$ cat config.mk
export PLATFORM = sky130hd
export DESIGN_NAME = addsub_digit_serial
export DESIGN_NICKNAME = d
export VERILOG_FILES = /design/src/rtl/addsub_digit_serial.sv
export SDC_FILE = /design/constraint.sdc
export NUM_CORES = 1
export LEC_CHECK = 0
export ABC_AREA = 1
export CAP_MARGIN = 10
export CORE_MARGIN = 2
export CORE_UTILIZATION = 40
export CTS_BUF_LIST = sky130_fd_sc_hd__clkbuf_4 sky130_fd_sc_hd__clkbuf_8
export DETAILED_ROUTE_END_ITERATION = 6
export GPL_ROUTABILITY_DRIVEN = 0
export PLACE_DENSITY = 0.76
export SETUP_SLACK_MARGIN = 0.4
export SYNTH_ARGS = -nofsm -noshare
export SYNTH_HDL_FRONTEND = slang
export SYNTH_SLANG_ARGS = --single-unit
$ cat constraint.sdc
create_clock -name clk -period 3.6 [get_ports clk]
set_clock_uncertainty 0.05 [all_clocks]
set_input_delay 1.08 -clock clk [delete_from_list [all_inputs] [get_ports clk]]
set_output_delay 1.08 -clock clk [all_outputs]
set_load 0.1 [all_outputs]
$ cat src/rtl/addsub_digit_serial.sv
// Digit-serial two's-complement adder/subtractor: one DIGIT-wide adder slice is
// reused over WIDTH/DIGIT cycles, with valid/ready handshakes on both sides.
module addsub_digit_serial #(
  parameter int WIDTH = 32,
  parameter int DIGIT = 8
) (
  input  logic             clk,
  input  logic             rst_n,
  input  logic             in_valid,
  output logic             in_ready,
  input  logic [WIDTH-1:0] A,
  input  logic [WIDTH-1:0] B,
  input  logic             SUB,
  output logic             out_valid,
  input  logic             out_ready,
  output logic [WIDTH-1:0] ans,
  output logic             cout,
  output logic             V,
  output logic             Z,
  output logic             N
);
  // state | meaning
  // IDLE  | waiting for an operand pair, in_ready high
  // RUN   | one digit per cycle, least significant digit first
  // DONE  | result and flags held until out_ready
  localparam int NDIG = WIDTH / DIGIT;
  localparam int CW   = (NDIG > 1) ? $clog2(NDIG) : 1;
  localparam logic [CW-1:0] LAST = CW'(NDIG - 1);

  if (DIGIT < 1 || DIGIT > WIDTH || (WIDTH % DIGIT) != 0) begin : g_param_check
    $error("addsub_digit_serial: WIDTH must be a positive multiple of DIGIT");
  end

  typedef enum logic [1:0] {S_IDLE, S_RUN, S_DONE} state_t;

  state_t           r_state;
  state_t           w_state_next;
  logic [WIDTH-1:0] r_a;
  logic [WIDTH-1:0] r_bx;
  logic             r_carry;
  logic [CW-1:0]    r_cnt;
  logic [WIDTH-1:0] r_ans;
  logic             r_cout;
  logic             r_v;
  logic             r_z;
  logic             r_n;

  logic             w_last;
  logic [DIGIT-1:0] w_a_dig;
  logic [DIGIT-1:0] w_b_dig;
  logic [DIGIT:0]   w_sum;
  logic             w_c_msb;
  logic [WIDTH-1:0] w_ans_next;
  logic             w_in_ready;
  logic             w_out_valid;

  always_ff @(posedge clk or negedge rst_n) begin
    if (!rst_n) r_state <= S_IDLE;
    else        r_state <= w_state_next;
  end

  always_comb begin
    w_state_next = r_state;
    w_in_ready   = 1'b0;
    w_out_valid  = 1'b0;
    case (r_state)
      S_IDLE: begin
        w_in_ready = 1'b1;
        if (in_valid) w_state_next = S_RUN;
      end
      S_RUN: begin
        if (w_last) w_state_next = S_DONE;
      end
      S_DONE: begin
        w_out_valid = 1'b1;
        if (out_ready) w_state_next = S_IDLE;
      end
      default: w_state_next = S_IDLE;
    endcase
  end

  // Operands shift right so the active digit is always the low slice.
  assign w_last  = (r_cnt == LAST);
  assign w_a_dig = r_a[DIGIT-1:0];
  assign w_b_dig = r_bx[DIGIT-1:0];
  assign w_sum   = {1'b0, w_a_dig} + {1'b0, w_b_dig} + {{DIGIT{1'b0}}, r_carry};
  // Carry into the top bit of the slice, recovered from that bit's sum.
  assign w_c_msb = w_sum[DIGIT-1] ^ w_a_dig[DIGIT-1] ^ w_b_dig[DIGIT-1];
  assign w_ans_next = (r_ans >> DIGIT) | (WIDTH'(w_sum[DIGIT-1:0]) << (WIDTH - DIGIT));

  always_ff @(posedge clk or negedge rst_n) begin
    if (!rst_n) begin
      r_a     <= '0;
      r_bx    <= '0;
      r_carry <= 1'b0;
      r_cnt   <= '0;
      r_ans   <= '0;
      r_cout  <= 1'b0;
      r_v     <= 1'b0;
      r_z     <= 1'b0;
      r_n     <= 1'b0;
    end else begin
      case (r_state)
        S_IDLE: begin
          if (in_valid) begin
            r_a     <= A;
            r_bx    <= B ^ {WIDTH{SUB}};
            r_carry <= SUB;
            r_cnt   <= '0;
          end
        end
        S_RUN: begin
          r_a     <= r_a >> DIGIT;
          r_bx    <= r_bx >> DIGIT;
          r_carry <= w_sum[DIGIT];
          r_ans   <= w_ans_next;
          if (w_last) begin
            r_cout <= w_sum[DIGIT];
            r_v    <= w_c_msb ^ w_sum[DIGIT];
            r_z    <= (w_ans_next == '0);
            r_n    <= w_ans_next[WIDTH-1];
          end else begin
            r_cnt <= r_cnt + 1'b1;
          end
        end
        default: ;
      endcase
    end
  end

  assign in_ready  = w_in_ready;
  assign out_valid = w_out_valid;
  assign ans       = r_ans;
  assign cout      = r_cout;
  assign V         = r_v;
  assign Z         = r_z;
  assign N         = r_n;

endmodule

==> results.yml <==
place:
  placed_cells: 808
  port_buffers: 106
  dp_hpwl_mm: 8.28
run_status:
  status: "completed"
logic_synthesis:
  synth_cells: 574
  synthAdderAreaFrac_pct: 2.74
  synth-edff-count: 0
  synth_xor_area_share_pct: 6.50
  synthMuxAreaShare_pct: 0
  synth_seq_cells: 105
  synth_compound_area_share_pct: 11.0
  synth.distinct_cells: 32
  synthArstFlopShare_pct: 100
  synth-seq-area-share_pct: 51.3
  synth_top_family_by_area: "simple AND/OR/NAND/NOR gates"
  syn-num-nets: 653
  syn_avg_cell_area_sq_um: 8.93
  ys_warn_count: 0
  yosys.area_share.simple_pct: 18.7
  synth_area_sq_um: 5120
  synth-main-ff-cell: "dfrtp_1"
global_route:
  overflow: 0
  grtUsageTotal_pct: 17.7
  grt_pass1_wl_mm: 18.8
  grt_max_degree: 58
  first_global_vias: 3979
  antenna_found_initial: 0
cells_and_area:
  drive_gt1_share_pct: 11.0
  area_growth_pct: 23.2
  nets: 726
  fillers: 1180
  final_common_cell: "nand2_1"
  multi_input_area_sq_um: 2000
  layout_common_cells: "nand2_1, dfrtp_1, clkdlybuf4s50_1, inv_1, buf_4"
  ff_latch_area_sq_um: 2630
  finalNonFillerCells: 824
  diodes: 0
clock_tree:
  cts_buffer_depth: 2
  cts-root-buf: "clkbuf_8"
  clock_latency_ps: 390
  cts_resized: 0
  cts_buffers: 9
  h-tree-depth: 3
  hold_buffers: 0
  cts_sinks: 105
  path_clk_slew_ps: 90
  post_cts_buffers: 0
  cts_tree: "built"
route:
  routed_via_density: 4.93
  wl_per_cell_microns: 13.8
  dr_total_vias: 4060
  drt_iter0_drc: 270
  ant_nets: 0
  dr.pass1.iters: 4
  drc: 0
  postRouteWirelength_mm: 11.4
floorplanning:
  die_width_microns: 117
  rows: 41
  initial_core_util_pct: 40.8
  coreArea_sq_um: 12600
  die-area_sq_um: 13700
  die_h_microns: 117
  io_pins: 107
setup_path:
  cp_max_fo: 3
  worstPathRequired_ps: 2470
  worstRegToRegCells: 9
  worstSetupPathType: "reg2out"
  end_kind: "output port"
  r2r-start: "r_bx[0]$_DFFE_PN0P_"
  critPathLaunchType: "register"
  crit_start: "r_state[1]$_DFFE_PN0P_"
  arrival_ps: 1500
timing:
  slew_headroom_pct: 41.1
  tightest_slew_ps: 884
  post-route-min-period_ps: 2630
  hold_viol: 0
  maxSlewViolCount: 0
  rsz0062_at_grt: "no"
  finalCritPeriodShare_pct: 73.2
  setup_tns_ps: 0
  max_clock_freq_ghz: 0.380
  setup_violations: 0
run:
  cap_viol_max_count: 0
min_path:
  hp-class: "reg2reg"
  min_from: "N$_DFFE_PN0P_"
  holdPathStages: 2
==> metal layers <==
| metal | routed length, microns | global-route usage (%) | share of wire [%] | up-vias |
|---|---|---|---|---|
| li1 | - | - | - | 1981 |
| met1 | 5050 | 22.4 | 45 | 1918 |
| met2 | 5360 | 29.6 | 47 | 144 |
| met3 | 724 | 4.94 | 6.4 | 17 |
| met4 | 212 | 5.57 | 1.9 | 0 |
| met5 | 0 | 0 | 0 | - |
==> registers in the layout (all words and copies together), names as in the netlist, 2 cells and up <==
name,count
ans,32
r_cnt,2
r_state,2
r_a,32
r_bx,32
==> cells in the mapped netlist (2+ instances only) <==
library cell | count | share of area [%]
nand4_1 | 5 | 0.61
o211ai_1 | 18 | 2.6
xor2_1 | 3 | 0.51
dfrtp_1 | 105 | 51
fa_1 | 2 | 0.78
o22ai_1 | 6 | 0.73
inv_2 | 4 | 0.29
nand2_1 | 175 | 13
o221ai_1 | 7 | 1.2
a21oi_1 | 5 | 0.49
ha_1 | 8 | 2.0
a22oi_1 | 2 | 0.29
buf_2 | 9 | 0.88
a31oi_1 | 2 | 0.24
buf_4 | 27 | 4.0
nand3_1 | 33 | 3.2
a22o_1 | 7 | 1.2
inv_1 | 46 | 3.4
o21ai_0 | 39 | 3.8
nor2_1 | 12 | 0.88
clkbuf_1 | 14 | 1.0
xnor2_1 | 35 | 6.0
==> metrics by stage <==
stage               hold slack (ps)  setup WS [ps]  utilization [%]  cell area (sq um)
finish                          438            966             50.2               6310
global route                    467            874             50.2               6310
CTS                             446            939             50.2               6310
detailed placement              421            900             48.2               6060
global placement                415            948             48.2               6060
floorplan                       399            685                -               5120
==> critical path, cell delays in order (launching register included) <==
cell and delay (ps):
dfrtp_1 470, nor2_2 300, buf_4 360
==> cell families (layout without fill, tap and decap cells) <==
family | after synthesis | count (layout)
buffers and inverters | 101 | 179
AOI/OAI and AO/OA | 89 | 89
and+or+nand+nor | 231 | 231
adders and majority gates | 10 | 10
DFF | 105 | 105
xor gates and xnor gates | 38 | 38
==> cell type report <==
class | count | area share, %
Inverter | 50 | 2.97
Timing Repair Buffer | 113 | 16.4
Tap cell | 172 | 3.41
Sequential cell | 105 | 41.6
Clock inverter | 7 | 1.96
Multi-Input combinational cell | 368 | 31.6
Clock buffer | 9 | 1.96
==> worst paths after layout <==
path / slack, ps / end
worst min register to register: 440 / N$_DFFE_PN0P_
min in group asynchronous: 660 / ans[3]$_DFFE_PN0P_
worst max-delay path: 970 / in_ready
max in group asynchronous: 2120 / r_a[23]$_DFFE_PN0P_
worst max register to register: 1420 / V$_DFFE_PN0P_
worst min-delay path: 440 / N$_DFFE_PN0P_
Power is left out: the tool's default activity adds up to more than one toggle a clock period on the data nets, which glitch-free logic cannot reach.
